$ cat src/rtl/nes_video_pkg.sv
// Shared NES video definitions: palette geometry, FSM states and the built-in
// default palette used to initialise the palette RAM.
package nes_video_pkg;

    localparam int PAL_ENTRIES = 64;
    localparam int PAL_W       = 15;

    typedef enum logic {
        INIT = 1'b0,
        RUN  = 1'b1
    } pal_state_t;

    // FCEUX default palette as 24-bit RRGGBB, truncated to BGR 5:5:5.
    function automatic logic [14:0] default_pal(input logic [5:0] idx);
        logic [23:0] rgb;
        case (idx)
            6'h00: rgb = 24'h747474;  6'h01: rgb = 24'h24188C;
            6'h02: rgb = 24'h0000A8;  6'h03: rgb = 24'h44009C;
            6'h04: rgb = 24'h8C0074;  6'h05: rgb = 24'hA80010;
            6'h06: rgb = 24'hA40000;  6'h07: rgb = 24'h7C0800;
            6'h08: rgb = 24'h402C00;  6'h09: rgb = 24'h004400;
            6'h0A: rgb = 24'h005000;  6'h0B: rgb = 24'h003C14;
            6'h0C: rgb = 24'h183C5C;  6'h0D: rgb = 24'h000000;
            6'h0E: rgb = 24'h000000;  6'h0F: rgb = 24'h000000;
            6'h10: rgb = 24'hBCBCBC;  6'h11: rgb = 24'h0070EC;
            6'h12: rgb = 24'h2038EC;  6'h13: rgb = 24'h8000F0;
            6'h14: rgb = 24'hBC00BC;  6'h15: rgb = 24'hE40058;
            6'h16: rgb = 24'hD82800;  6'h17: rgb = 24'hC84C0C;
            6'h18: rgb = 24'h887000;  6'h19: rgb = 24'h009400;
            6'h1A: rgb = 24'h00A800;  6'h1B: rgb = 24'h009038;
            6'h1C: rgb = 24'h008088;  6'h1D: rgb = 24'h000000;
            6'h1E: rgb = 24'h000000;  6'h1F: rgb = 24'h000000;
            6'h20: rgb = 24'hFCFCFC;  6'h21: rgb = 24'h3CBCFC;
            6'h22: rgb = 24'h5C94FC;  6'h23: rgb = 24'hCC88FC;
            6'h24: rgb = 24'hF478FC;  6'h25: rgb = 24'hFC74B4;
            6'h26: rgb = 24'hFC7460;  6'h27: rgb = 24'hFC9838;
            6'h28: rgb = 24'hF0BC3C;  6'h29: rgb = 24'h80D010;
            6'h2A: rgb = 24'h4CDC48;  6'h2B: rgb = 24'h58F898;
            6'h2C: rgb = 24'h00E8D8;  6'h2D: rgb = 24'h787878;
            6'h2E: rgb = 24'h000000;  6'h2F: rgb = 24'h000000;
            6'h30: rgb = 24'hFCFCFC;  6'h31: rgb = 24'hA8E4FC;
            6'h32: rgb = 24'hC4D4FC;  6'h33: rgb = 24'hD4C8FC;
            6'h34: rgb = 24'hFCC4FC;  6'h35: rgb = 24'hFCC4D8;
            6'h36: rgb = 24'hFCBCB0;  6'h37: rgb = 24'hFCD8A8;
            6'h38: rgb = 24'hFCE4A0;  6'h39: rgb = 24'hE0FCA0;
            6'h3A: rgb = 24'hA8F0BC;  6'h3B: rgb = 24'hB0FCCC;
            6'h3C: rgb = 24'h9CFCF0;  6'h3D: rgb = 24'hC4C4C4;
            6'h3E: rgb = 24'h000000;  6'h3F: rgb = 24'h000000;
            default: rgb = 24'h000000;
        endcase
        return {rgb[7:3], rgb[15:11], rgb[23:19]};
    endfunction

endpackage

$ cat src/rtl/palette_ram.sv
// Single-port synchronous palette RAM with registered read data; kept free of
// reset so it maps onto block RAM.
module palette_ram #(
    parameter int DEPTH = 64,
    parameter int W     = 15,
    parameter int AW    = $clog2(DEPTH)
) (
    input  logic          clk,
    input  logic          we,
    input  logic [AW-1:0] addr,
    input  logic [W-1:0]  din,
    output logic [W-1:0]  dout
);

    logic [W-1:0] mem_r [DEPTH];

    // Write port and read-first registered output.
    always_ff @(posedge clk) begin
        if (we) begin
            mem_r[addr] <= din;
        end
        dout <= mem_r[addr];
    end

endmodule

$ cat src/rtl/palette_arbiter.sv
// Shares the palette RAM port between video lookups (priority) and host writes,
// and refills the RAM with the default palette after reset or reload.
module palette_arbiter
    import nes_video_pkg::*;
#(
    parameter int ENTRIES = PAL_ENTRIES,
    parameter int PIXW    = PAL_W,
    parameter int AW      = $clog2(ENTRIES)
) (
    input  logic            clk,
    input  logic            reset_n,
    input  logic            pix_en,
    input  logic [AW-1:0]   color,
    input  logic            blank,
    input  logic            blank_only,
    input  logic            reload,
    input  logic            wr_valid,
    input  logic [AW-1:0]   wr_addr,
    input  logic [PIXW-1:0] wr_data,
    output logic            wr_ready,
    output logic [PIXW-1:0] pixel,
    output logic            pixel_valid,
    output logic            busy
);

    localparam logic [AW:0] LAST_FILL = (AW+1)'(ENTRIES - 1);

    pal_state_t      state_r;
    logic [AW:0]     fill_addr_r;
    logic            rd_pend_r;
    logic            ram_we_s;
    logic [AW-1:0]   ram_addr_s;
    logic [PIXW-1:0] ram_din_s;
    logic [PIXW-1:0] ram_dout_s;

    // Host may write only in idle video slots, never on a reload cycle.
    assign wr_ready = (state_r == RUN) && !pix_en && (!blank_only || blank) && !reload;

    // RAM port ownership: fill in INIT, otherwise video read beats host write.
    always_comb begin
        ram_we_s   = 1'b0;
        ram_addr_s = color;
        ram_din_s  = wr_data;
        case (state_r)
            INIT: begin
                ram_we_s   = 1'b1;
                ram_addr_s = fill_addr_r[AW-1:0];
                ram_din_s  = default_pal(fill_addr_r[AW-1:0]);
            end
            RUN: begin
                if (pix_en) begin
                    ram_addr_s = color;
                end else if (wr_valid && wr_ready) begin
                    ram_we_s   = 1'b1;
                    ram_addr_s = wr_addr;
                end else begin
                    ram_we_s   = 1'b0;
                end
            end
            default: begin
                ram_we_s = 1'b0;
            end
        endcase
    end

    palette_ram #(
        .DEPTH (ENTRIES),
        .W     (PIXW)
    ) u_ram (
        .clk  (clk),
        .we   (ram_we_s),
        .addr (ram_addr_s),
        .din  (ram_din_s),
        .dout (ram_dout_s)
    );

    // FSM, fill counter, read pipeline and registered outputs.
    always_ff @(posedge clk) begin
        if (!reset_n) begin
            state_r     <= INIT;
            fill_addr_r <= '0;
            rd_pend_r   <= 1'b0;
            pixel       <= '0;
            pixel_valid <= 1'b0;
            busy        <= 1'b1;
        end else begin
            case (state_r)
                INIT: begin
                    rd_pend_r   <= 1'b0;
                    pixel       <= '0;
                    pixel_valid <= 1'b0;
                    if (reload) begin
                        fill_addr_r <= '0;
                        busy        <= 1'b1;
                    end else if (fill_addr_r == LAST_FILL) begin
                        state_r     <= RUN;
                        fill_addr_r <= '0;
                        busy        <= 1'b0;
                    end else begin
                        fill_addr_r <= fill_addr_r + (AW+1)'(1);
                        busy        <= 1'b1;
                    end
                end
                RUN: begin
                    if (reload) begin
                        // Flush any in-flight lookup so nothing stale appears.
                        state_r     <= INIT;
                        fill_addr_r <= '0;
                        rd_pend_r   <= 1'b0;
                        pixel       <= '0;
                        pixel_valid <= 1'b0;
                        busy        <= 1'b1;
                    end else begin
                        rd_pend_r   <= pix_en;
                        pixel_valid <= rd_pend_r;
                        busy        <= 1'b0;
                        if (rd_pend_r) begin
                            pixel <= ram_dout_s;
                        end
                    end
                end
                default: begin
                    state_r     <= INIT;
                    fill_addr_r <= '0;
                    rd_pend_r   <= 1'b0;
                    pixel       <= '0;
                    pixel_valid <= 1'b0;
                    busy        <= 1'b1;
                end
            endcase
        end
    end

endmodule

$ cat config.mk
export PLATFORM = sky130hd
export DESIGN_NAME = palette_arbiter
export DESIGN_NICKNAME = d
export VERILOG_FILES = /design/src/rtl/nes_video_pkg.sv /design/src/rtl/palette_ram.sv /design/src/rtl/palette_arbiter.sv
export SDC_FILE = /design/constraint.sdc
export NUM_CORES = 1
export LEC_CHECK = 0
export CORE_MARGIN = 2
export CORE_UTILIZATION = 31
export CTS_BUF_LIST = sky130_fd_sc_hd__clkbuf_8
export DETAILED_ROUTE_END_ITERATION = 16
export PLACE_DENSITY_LB_ADDON = 0.05
export SYNTH_ARGS = -nofsm -noshare
export SYNTH_HDL_FRONTEND = slang
export SYNTH_SLANG_ARGS = --single-unit
$ cat constraint.sdc
create_clock -name clk -period 8.2 [get_ports clk]
set_input_delay 0.82 -clock clk [delete_from_list [all_inputs] [get_ports clk]]
set_output_delay 0.82 -clock clk [all_outputs]
set_load 0.05 [all_outputs]
==> out/summary.txt <==
Vias: 26,600
Clock sink total: 1,016
FMAX: 189 MHz
Slew Viols, Final: 0
First-pass GRT wire length: 205,000 um
Mapped Nets: 3,110
DRC Markers: 0
Final wirelength: 146,000 um
Final min period: 5.29 ns
Top cells by area, synth: edfxtp_1, nand2_1, mux2i_1, nand3_1, dfxtp_1
Antenna-violating nets left: 0
Area Growth Syn to Fin: 14.3%
Clk Latency, worst-skew pair: 0.91 ns
Global-route usage over all layers: 21.2%
Core Region: 0.132 sq mm
Slew HR: 25.3%
Largest net degree at the start of global routing: 136
Critical path required time: 8.98 ns
RSZ-0062 raised after global routing: no
Commonest cells after routing, fill and taps aside: edfxtp_1, nand2_1, nand3_1
Library cells used by synthesis: 73
Final HPWL DP: 87,700 um
Overall Power: 10.5 mW
Crit start category: register
Reg clk slew, reported paths: 0.06 ns
Final setup fails: 0
Pwr Density: 223 mW/mm^2
Number of I/O pins: 52
Setup Buffers After CTS: 0
CTS Hold Buffers Added: 0
Post-route cell area: 0.0472 sq mm
CTS buffer count: 182
Top-area cell type share of the netlist area: 69.8%
Max-cap viol count: 0
Avg Inst Size Synth: 13.5 sq um
Sequential area share after synthesis: 72.6%
Tightest Hold Check Type: reg -> reg
Initial antenna violation count: 11
CP startpoint: state_r
Initial DRT Pass Iterations: 6
Async set-reset flop share out of synthesis: 0%
CTS Buffer Depth: 3
I/O Buffers: 51
Setup TNS: 0 ns
Post-Synthesis Cells: 3,067
Largest area contributor in the netlist: edfxtp_1
Worst clock skew: 0.0444 ns
Die Area: 0.136 sq mm
Drt initial violations: 2,564
VDD IR-drop max: 0.161 mV
Leak: 16.9 nW
Root Driver: clkbuf_8
Layout cells sized above 1: 11.0%
Worst EP arrival: 6.07 ns
Setup crit end kind: register
Cts repair resizes: 0
Crit-path max FO: 57
Depth of the CTS H-tree: 4
Main synth FF type: edfxtp_1
Tcrit/Tclk final: 64.5%
Drt wl/cell: 28.5 um
Number of synthesized flops with an enable pin: 960
Final std cells w/o fill: 5,121
Hold Startpoint: fill_addr_r[6]
Nets: 3,262
Vias per cell: 5.19
Post-synthesis register bit count: 1,016
Routability Congestion: 0.885
Reg2reg setup slack: 2.91 ns
Outcome: complete, no violations
Final Hold Viols: 0
Post-DP Area: 0.0440 sq mm
Synthesized cell area: 0.0413 sq mm
Dpl cells: 4,790
Die Ht: 369 um
Fillers: 12,900
Most common cell after layout, fill and taps aside: edfxtp_1
Kind of critical path: reg -> reg
Worst-margin pin slew: 1.12 ns
Total number of yosys warnings: 0
Site Rows: 133
R2r startpoint: state_r
Number of global-route vias before repair: 26,300
Initial core utilization: 31.3%
Horiz. Die Dim: 369 um
Remaining global-route overflow: 0
CTS tree: yes
stage by stage:
stage                     setup slack (ns)  hold slack (ns)  utilization, %
after global placement                2.57            0.449            33.4
after floorplan                       4.52            0.440               -
after global routing                  2.59            0.473            35.8
final                                 2.91            0.464            35.8
after detailed placement              2.50            0.454            33.4
after CTS                             2.71            0.464            35.8
cell families (layout without fill, tap and decap cells):
group,after synthesis,after routing,share of synthesized area [%]
muxes,214,214,5.24
xor gates and xnor gates,3,3,0.0637
buffers and inverters,204,498,2.45
DFF,1016,1016,72.6
adders and majority gates,9,9,0.273
other,0,5,0
and+or+nand+nor,1310,1310,14.1
AOI/OAI and AO/OA,311,311,5.29
final cells by class:
type	instances	area [sq um]	share of cell area (%)
flip-flops and latches	1016	30000	63.5
multi-input cells	1847	10400	22.0
clock buffers	185	2550	5.40
well taps	1755	2200	4.65
repair buffers	162	1410	2.98
clock inverters	141	668	1.42
inverters	10	37.5	0.0795
diodes	5	12.5	0.0265
state kept, by name, indices dropped and copies added, names as in the netlist, named ones only:
| signal | flops |
|---|---|
| pixel | 15 |
| fill_addr_r | 7 |
| u_ram.mem_r | 960 |
| u_ram.dout | 15 |
| busy | 1 |
| rd_pend_r | 1 |
| pixel_valid | 1 |
| state_r | 1 |
worst max-delay path: stages, from the launching register on:
cell,delay (ns)
dfxtp_2,0.96
or2_2,0.59
o21a_1,0.26
nand3_4,0.51
buf_4,0.61
a221oi_1,0.45
a211oi_1,0.15
a31oi_1,0.51
nand4_1,0.43
or4_1,0.62
cells in the mapped netlist (6+ instances only):
master and count:
buf_2 79, nand2b_1 6, nand2_1 657, nor2_2 7
nand4_1 42, a211oi_1 26, and3_1 21, buf_6 7
o21ai_0 17, and2_1 25, or4_1 13, a31oi_1 36
clkbuf_1 59, a21oi_1 85, buf_1 23, inv_1 8
edfxtp_1 960, or3_1 10, dfxtp_1 56, nor3_1 8
ha_1 9, o2111a_1 7, mux2i_1 196, a221oi_1 27
nand3_1 374, mux2_2 18, a22oi_1 55, nor2_1 125
buf_4 25
per-layer routing:
layer	GRT usage, %	up-vias	routed length, um	share of wire (%)
met4	5.43	0	2760	1.9
met5	0	-	0	0
met1	30.0	13700	66700	46
li1	-	11800	-	-
met3	3.73	194	8310	5.7
met2	33.7	868	68000	47
final timing paths:
| kind | endpoint | cells past startpoint |
|---|---|---|
| max | u_ram.dout[2] | 9 |
| min | fill_addr_r[6] | 1 |
| max reg2reg | u_ram.dout[2] | 9 |
| min reg2reg | fill_addr_r[6] | 1 |
where the power goes:
part	total [mW]	leakage (nW)	switching, mW	internal [mW]
Clock	4.30	1.90	2.15	2.15
Sequential	5.74	9.12	0.0192	5.72
Combinational	0.510	5.86	0.382	0.128
Total	10.5	16.9	2.55	8.00
Note: power is estimated with default switching activity, not from simulation.
